===== src/rtl/segment_decode_monitor_if.sv =====
// Bus between a segment-pattern source and the segment decode monitor.
// Optional error-count line exists only when SEG_DECODE_ERR_COUNT_EN is defined.
interface segment_decode_monitor_if;
  logic       i_Enable;
  logic [6:0] i_Segment;
  logic [3:0] o_Digit;
  logic       o_Valid;
  logic       o_Blank;
  logic       o_Error;
  logic       o_Strobe;
`ifdef SEG_DECODE_ERR_COUNT_EN
  logic [7:0] o_Error_Count;
`endif

  modport master (
    output i_Enable,
    output i_Segment,
    input  o_Digit,
    input  o_Valid,
    input  o_Blank,
    input  o_Error,
`ifdef SEG_DECODE_ERR_COUNT_EN
    input  o_Error_Count,
`endif
    input  o_Strobe
  );

  modport slave (
    input  i_Enable,
    input  i_Segment,
    output o_Digit,
    output o_Valid,
    output o_Blank,
    output o_Error,
`ifdef SEG_DECODE_ERR_COUNT_EN
    output o_Error_Count,
`endif
    output o_Strobe
  );
endinterface


===== src/rtl/segment_decode_monitor.sv =====
// Recovers a 0-9 digit from an active-low 7-segment pattern once it has held steady.
// Define SEG_DECODE_ERR_COUNT_EN to add a saturating count of illegal commits.
`timescale 1ns/1ps
module segment_decode_monitor #(
  parameter int unsigned STABLE_CYCLES = 16
) (
  input logic                     i_Clk,
  input logic                     i_Reset,
  segment_decode_monitor_if.slave bus
);

  typedef enum logic [1:0] {IDLE, SETTLE, LOCKED} state_t;

  localparam logic [7:0] LAST_COUNT = 8'(STABLE_CYCLES - 1);

  state_t     r_State, w_NextState;
  logic [6:0] r_Seg, r_Cand;
  logic [7:0] r_Count;
  logic [3:0] r_Digit;
  logic       r_Valid, r_Blank, r_Error, r_Strobe;
  logic       w_LoadCand, w_ClearCount, w_IncCount, w_Commit;
  logic [3:0] w_DecDigit;
  logic       w_DecLegal, w_DecBlank, w_Differs;

  always_comb begin
    w_DecDigit = 4'd0;
    w_DecLegal = 1'b1;
    w_DecBlank = 1'b0;
    case (r_Seg)
      7'b1000000: w_DecDigit = 4'd0;
      7'b1111001: w_DecDigit = 4'd1;
      7'b0100100: w_DecDigit = 4'd2;
      7'b0110000: w_DecDigit = 4'd3;
      7'b0011001: w_DecDigit = 4'd4;
      7'b0010010: w_DecDigit = 4'd5;
      7'b0000010: w_DecDigit = 4'd6;
      7'b1111000: w_DecDigit = 4'd7;
      7'b0000000: w_DecDigit = 4'd8;
      7'b0010000: w_DecDigit = 4'd9;
      7'b1111111: begin
        w_DecLegal = 1'b0;
        w_DecBlank = 1'b1;
      end
      default:    w_DecLegal = 1'b0;
    endcase
  end

  // No class flag set means nothing has committed since reset, so the first commit always strobes.
  assign w_Differs = !(r_Valid || r_Blank || r_Error) ||
                     (w_DecLegal != r_Valid) || (w_DecBlank != r_Blank) ||
                     (w_DecLegal && (w_DecDigit != r_Digit));

  always_ff @(posedge i_Clk or posedge i_Reset) begin
    if (i_Reset) r_State <= IDLE;
    else         r_State <= w_NextState;
  end

  always_comb begin
    w_NextState  = r_State;
    w_LoadCand   = 1'b0;
    w_ClearCount = 1'b0;
    w_IncCount   = 1'b0;
    w_Commit     = 1'b0;
    if (!bus.i_Enable) begin
      w_NextState  = IDLE;
      w_ClearCount = 1'b1;
    end else begin
      case (r_State)
        IDLE: begin
          w_LoadCand   = 1'b1;
          w_ClearCount = 1'b1;
          w_NextState  = SETTLE;
        end
        SETTLE: begin
          if (r_Seg != r_Cand) begin
            w_LoadCand   = 1'b1;
            w_ClearCount = 1'b1;
          end else if (r_Count == LAST_COUNT) begin
            w_Commit     = 1'b1;
            w_ClearCount = 1'b1;
            w_NextState  = LOCKED;
          end else begin
            w_IncCount = 1'b1;
          end
        end
        LOCKED: begin
          if (r_Seg != r_Cand) begin
            w_LoadCand   = 1'b1;
            w_ClearCount = 1'b1;
            w_NextState  = SETTLE;
          end
        end
        default: w_NextState = IDLE;
      endcase
    end
  end

  always_ff @(posedge i_Clk or posedge i_Reset) begin
    if (i_Reset) begin
      r_Seg   <= 7'h7F;
      r_Cand  <= 7'h7F;
      r_Count <= 8'd0;
    end else begin
      r_Seg <= bus.i_Segment;
      if (w_LoadCand) r_Cand <= r_Seg;
      if (w_ClearCount)    r_Count <= 8'd0;
      else if (w_IncCount) r_Count <= r_Count + 8'd1;
    end
  end

  always_ff @(posedge i_Clk or posedge i_Reset) begin
    if (i_Reset) begin
      r_Digit  <= 4'd0;
      r_Valid  <= 1'b0;
      r_Blank  <= 1'b0;
      r_Error  <= 1'b0;
      r_Strobe <= 1'b0;
    end else begin
      r_Strobe <= 1'b0;
      if (w_Commit) begin
        r_Valid  <= w_DecLegal;
        r_Blank  <= w_DecBlank;
        r_Error  <= !w_DecLegal && !w_DecBlank;
        r_Strobe <= w_Differs;
        if (w_DecLegal) r_Digit <= w_DecDigit;
      end
    end
  end

  assign bus.o_Digit  = r_Digit;
  assign bus.o_Valid  = r_Valid;
  assign bus.o_Blank  = r_Blank;
  assign bus.o_Error  = r_Error;
  assign bus.o_Strobe = r_Strobe;

`ifdef SEG_DECODE_ERR_COUNT_EN
  logic [7:0] r_ErrCount;

  always_ff @(posedge i_Clk or posedge i_Reset) begin
    if (i_Reset) begin
      r_ErrCount <= 8'd0;
    end else if (w_Commit && !w_DecLegal && !w_DecBlank && (r_ErrCount != 8'hFF)) begin
      r_ErrCount <= r_ErrCount + 8'd1;
    end
  end

  assign bus.o_Error_Count = r_ErrCount;
`endif

endmodule

===== src/flat_wrapper.sv =====
// flat-port wrapper written by rule: the top's interface ports become plain ports
module segment_decode_monitor_flat 
#(
  parameter int unsigned STABLE_CYCLES = 16
)
  (i_Clk, i_Reset, bus_i_Enable, bus_i_Segment, bus_o_Digit, bus_o_Valid, bus_o_Blank, bus_o_Error, bus_o_Strobe);
  segment_decode_monitor_if bus_i ();
  input logic i_Clk;
  input logic i_Reset;
  input wire logic [$bits(bus_i.i_Enable)-1:0] bus_i_Enable;
  input wire logic [$bits(bus_i.i_Segment)-1:0] bus_i_Segment;
  output wire logic [$bits(bus_i.o_Digit)-1:0] bus_o_Digit;
  output wire logic [$bits(bus_i.o_Valid)-1:0] bus_o_Valid;
  output wire logic [$bits(bus_i.o_Blank)-1:0] bus_o_Blank;
  output wire logic [$bits(bus_i.o_Error)-1:0] bus_o_Error;
  output wire logic [$bits(bus_i.o_Strobe)-1:0] bus_o_Strobe;
  assign bus_i.i_Enable = bus_i_Enable;
  assign bus_i.i_Segment = bus_i_Segment;
  assign bus_o_Digit = bus_i.o_Digit;
  assign bus_o_Valid = bus_i.o_Valid;
  assign bus_o_Blank = bus_i.o_Blank;
  assign bus_o_Error = bus_i.o_Error;
  assign bus_o_Strobe = bus_i.o_Strobe;
  segment_decode_monitor #(.STABLE_CYCLES(STABLE_CYCLES)) u_core (.i_Clk(i_Clk), .i_Reset(i_Reset), .bus(bus_i));
endmodule

===== config.mk =====
export PLATFORM = sky130hd
export DESIGN_NAME = segment_decode_monitor_flat
export DESIGN_NICKNAME = d
export VERILOG_FILES = /design/src/rtl/segment_decode_monitor_if.sv /design/src/rtl/segment_decode_monitor.sv /design/src/flat_wrapper.sv
export SDC_FILE = /design/constraint.sdc
export NUM_CORES = 1
export LEC_CHECK = 0
export ABC_AREA = 0
export CORE_MARGIN = 1.5
export CORE_UTILIZATION = 42
export DETAILED_ROUTE_END_ITERATION = 10
export PLACE_DENSITY = 0.62
export SETUP_SLACK_MARGIN = 0.3
export SLEW_MARGIN = 20
export SYNTH_ARGS = -nofsm -noshare
export SYNTH_HDL_FRONTEND = slang
export SYNTH_SLANG_ARGS = --single-unit

===== constraint.sdc =====
create_clock -name i_Clk -period 6.3 [get_ports i_Clk]
set_clock_uncertainty 0.2 [all_clocks]
set_input_delay 1.575 -clock i_Clk [delete_from_list [all_inputs] [get_ports i_Clk]]
set_output_delay 1.575 -clock i_Clk [all_outputs]
set_load 0.01 [all_outputs]

## Word-level counts from Yosys, hierarchy flattened

Index checks and enable logic that the tools add are counted.

| word-level totals | value |
|---|---|
| output and inout bits | 8 |
| input bits | 10 |
| logic and storage cells | 72 |
| register bits | 32 |

| operators by class | value |
|---|---|
| equality and inequality tests | 20 |
| add/subtract/negate cells | 1 |
| reductions and logical operators | 17 |
| multiplexer cells | 25 |

Operators with widths:

| operator | count |
|---|---|
| $pmux 4 s9 | 1 |
| $eq 7x7->1 const B | 4 |
| $eq 7x5->1 const B | 3 |
| $mux 8 | 2 |
| $mux 1 | 15 |
| $eq 7x6->1 const B | 2 |
| $reduce_or 10->1 | 1 |
| $add 8x1->8 const B | 1 |
| $eq 8x4->1 const B | 1 |
| $mux 2 | 4 |
| $eq 7x2->1 const B | 1 |
| $logic_not 7->1 | 1 |
| $ne 7x7->1 | 1 |
| $ne 3x2->1 const B | 2 |
| $pmux 2 s3 | 1 |
| $logic_or 1x1->1 | 5 |
| $ne 4x4->1 | 1 |
| $logic_not 1->1 | 3 |
| $ne 3x3->1 const B | 1 |
| $pmux 1 s3 | 1 |
| $reduce_and 3->1 | 1 |
| $eq 2x1->1 const B | 1 |
| $eq 2x2->1 const B | 1 |
| $logic_and 1x1->1 | 2 |
| other kinds (6) | 7 |

## Logic depth before layout (Yosys ltp)

| depth | value |
|---|---|
| word-level depth | 8 |
| gate-level depth with buffers | 8 |
| mapped depth without buffers | 7 |

## Worst setup path before layout

Ideal clock, no wire load.

| path | value |
|---|---|
| kind | input port to flip-flop |
| start | input bus_i_Enable |
| end | register u_core.r_Count[3] |
| path buffers | 2 |
| stages | 6 |
| setup slack | 3.282 ns |
| data required time | 6.023 ns |
| arrival time | 2.741 ns |
| setup time | 0.077 ns |
| path through | and2_1 > buf_1 > nand3_2 > buf_6 > or4_4 > a21oi_2 |

| on the way | value |
|---|---|
| word-level cells in the longest chain between the ends | 2 |
| elaborated cells on any way between the ends | 4 |
| those cells by class | mux: 3; reduce/logical: 1 |

RTL lines:

| item | line | source |
|---|---|---|
| from (decl) | flat_wrapper.sv:10 | `input wire logic [$bits(bus_i.i_Enable)-1:0] bus_i_Enable;` |
| $mux 1 | segment_decode_monitor.sv:64 | `if (!bus.i_Enable) begin` |
| $mux 8 / $reduce_bool 2->1 (equally long branches) | -- |  |
| to (signal assigned) | segment_decode_monitor.sv:107 | `else if (w_IncCount) r_Count <= r_Count + 8'd1;` |
| to (decl) | segment_decode_monitor.sv:18 | `logic [7:0] r_Count;` |

Several ways; a longest one is shown, not always the timed one.
A chain may end at the register's enable or synchronous reset.

## Worst setup path after layout

| path | value |
|---|---|
| start | input bus_i_Enable |
| end | register u_core.r_Count[7] |

The elaborated chain is that of the path after synthesis.

==> results.cfg <==
[run_status]
status = completed

[critical_path]
r2r_setup_slack_ps = 3880
crit_path_start_kind = input port
worstRegToRegCells = 5
cp_max_fo = 11
endpoint = u_core.r_Count[7]
cp-end-kind = flop
worstSetupStartpoint = bus_i_Enable
rr_endpoint = u_core.r_Count[1]
crit_arrival_ps = 3380
cp.required_ps = 6300
worst-setup-path-type = in2reg
r2r_start = u_core.r_Seg[6]

[detailed_routing]
wl_per_cell_um = 14.6
routed_wl_mm = 3.60
drc = 0
viasPerCell = 5.69
firstDrtPassIters = 4
initialDrtViolationCount = 45
num_vias = 1400
ant_nets = 0

[sta]
fin_crit_ps = 3380
slew_viol_final = 0
tns_ps = 0
period_share_pct = 53.6
grt_setup_unrepaired = false
relSlewSlack_pct = 67.8
hold_viol = 0
hold_ws_ps = 320
clock.fmax_ghz = 0.296
tightest_slew_ps = 483
setup_violations = 0

[clock_network]
htreeDepth = 2
cts_hold_buf = 0
cts_setup_buffers = 0
numClockSinks = 32
cts_tree = built
worstSkewPairLatency_ps = 280
clkTransAtPathRegs_ps = 70
cts.repair.resized = 0
cts_buffer_depth = 2
cts_made_buffers = 5
cts-root-buf = clkbuf_8

[layout]
post_route_cells_drive_above_1_share_pct = 19.6
antenna_cells = 0
fin_nets = 209
syn2layout_area_growth_pct = 14.0

[place]
gp_congestion = 0.765
dp_hpwl_mm = 2.63
numPortBuffers = 17

[yosys]
synth_cells = 176
synth_edf_count = 0
seq_area_frac_synth_pct = 42.9
ys_seq_elements = 32
synthDistinctLibCells = 53
syn_nets = 192
synth_top_flop_cell = dfrtp_1
ys_async_sr_fraction_pct = 100
syn_avg_cell_area_um2 = 10.8
syn_area_um2 = 1910
ys_warn_count = 0

[power_and_ir_drop]
p_per_area_nw_per_um2 = 284
leakagePower_nw = 0.842
ir_drop_mv = 0.166
clkPwrFrac_pct = 26.0
p_seq_share_pct = 46.0
net-switching-power_mw = 0.194
switching_share_pct = 31.5
fin_total_pwr_mw = 0.617
pwr-share-comb_pct = 28.0
p_int_mw = 0.422

[flow_run]
max_cap_violations = 0

[die]
die_x_um = 70.4
start_util_pct = 43.9
die-area_um2 = 4960
io_pins = 18
core-area_um2 = 4350
fp-row-count = 24
die_h_um = 70.4

[global_route]
grt_first_pass_wirelength_mm = 6.47
grt_use_total_pct = 16.4
antenna_found_initial = 0
grt_overflow_total = 0
grt_pass1_vias = 1396
grt_max_degree = 33

[worst_hold_path]
hold_class = reg2reg
worst max-delay path: stages:
cell             delay [ps]
clkdlybuf4s50_1         570
and2_1                  310
nand3_2                 230
or4_1                   540
a21oi_1                 150
cells in the mapped netlist, types with 2 or more instances:
cell      n  area [µm²]
buf_2     2        10.0
nor4_1    4        25.0
buf_6     5        56.3
o31ai_1   5        37.5
o22ai_1   2        12.5
and3_1    4        25.0
mux2i_1   2        20.0
mux2_2    2        22.5
nor2_1    7        26.3
and2_1    3        18.8
o21ai_0   5        25.0
dfrtp_1  18         450
or3_1     3        18.8
nor3_1    3        15.0
dfstp_2  14         368
mux2_1    8        90.1
a21oi_1   9        45.0
nand2_1   7        26.3
xnor2_1  13         114
or4_1     3        22.5
nand4_1   4        25.0
inv_1    10        37.5
or4_4     2        22.5
ha_1      6        75.1
nand3_1   7        35.0
layout by cell type, fill, tap and decap left out, drive strengths merged, types with 2 or more instances in the layout:
cell type / synthesis / layout
a21oi: 11 / 11
and2: 3 / 3
and3: 4 / 4
clkbuf: 0 / 7
clkdlybuf4s50: 0 / 17
dfrtp: 18 / 18
dfstp: 14 / 14
ha: 6 / 6
inv: 10 / 10
mux2: 10 / 10
mux2i: 2 / 2
nand2: 7 / 7
nand3: 8 / 8
nand4: 5 / 5
nor2: 8 / 8
nor3: 4 / 4
nor4: 4 / 4
o21ai: 6 / 6
o22ai: 2 / 2
o31ai: 6 / 6
or3: 3 / 3
or4: 5 / 5
xnor2: 13 / 13
cell families after synthesis:
family,synth area share (%)
XOR/XNOR,5.96
multiplexers,6.95
buffers and inverters,5.64
adder cells (fa/ha/maj),3.93
AND/OR/NAND/NOR,18.9
AO/OA/AOI/OAI,15.7
flip-flops,42.9
worst min-delay path by stage:
stage                             from                 end  slack [ps]  cells after the start
floorplan            u_core.r_Count[7]   u_core.r_Count[7]         320                      2
global placement    u_core.bus.o_Error  u_core.bus.o_Error         300                      2
detailed placement  u_core.bus.o_Error  u_core.bus.o_Error         320                      2
CTS                 u_core.bus.o_Error  u_core.bus.o_Error         330                      2
global route        u_core.bus.o_Error  u_core.bus.o_Error         370                      2
finish              u_core.bus.o_Error  u_core.bus.o_Error         320                      2
state kept, by name (all words and copies together), names as in the netlist:
register and cells:
u_core.r_Seg 7, u_core.r_Count 8, u_core.bus.o_Valid 1, u_core.bus.o_Error 1, u_core.bus.o_Strobe 1, u_core.bus.o_Digit 4, u_core.r_State 2, u_core.r_Cand 7
u_core.bus.o_Blank 1
power by group through the flow:
stage	logic [mW]	clock network, mW	registers, mW
after floorplan	0.148	0	0.277
after global placement	0.164	0	0.284
after detailed placement	0.173	0	0.288
after CTS	0.175	0.167	0.284
after global routing	0.196	0.176	0.290
final	0.172	0.161	0.284
layout make-up:
type	count	area [µm²]
fill	386	2180
multi-input combinational	126	983
sequential	32	818
timing repair buffer	18	178
clock buffer	7	86.3
tap	52	65.1
inverter	10	37.5
clock inverter	1	7.51
metrics by stage:
stage / cells / setup WS [ps] / cell area [µm²] / utilization [%]
2_1_floorplan: 176 / 3280 / 1910 / -
3_3_place_gp: 238 / 2730 / 2080 / 47.8
3_5_place_dp: 238 / 2660 / 2080 / 47.8
4_1_cts: 246 / 2940 / 2180 / 50.0
5_1_grt: 246 / 2820 / 2180 / 50.0
6_report: 246 / 2920 / 2180 / 50.0
per-layer routing:
layer	wire length (µm)	global-route usage, %	vias up
li1	-	-	679
met1	1580	20.3	694
met2	1880	27.8	25
met3	112	4.33	2
met4	19	4.91	0
met5	0	0	-
(Power assumes the default switching activity.)
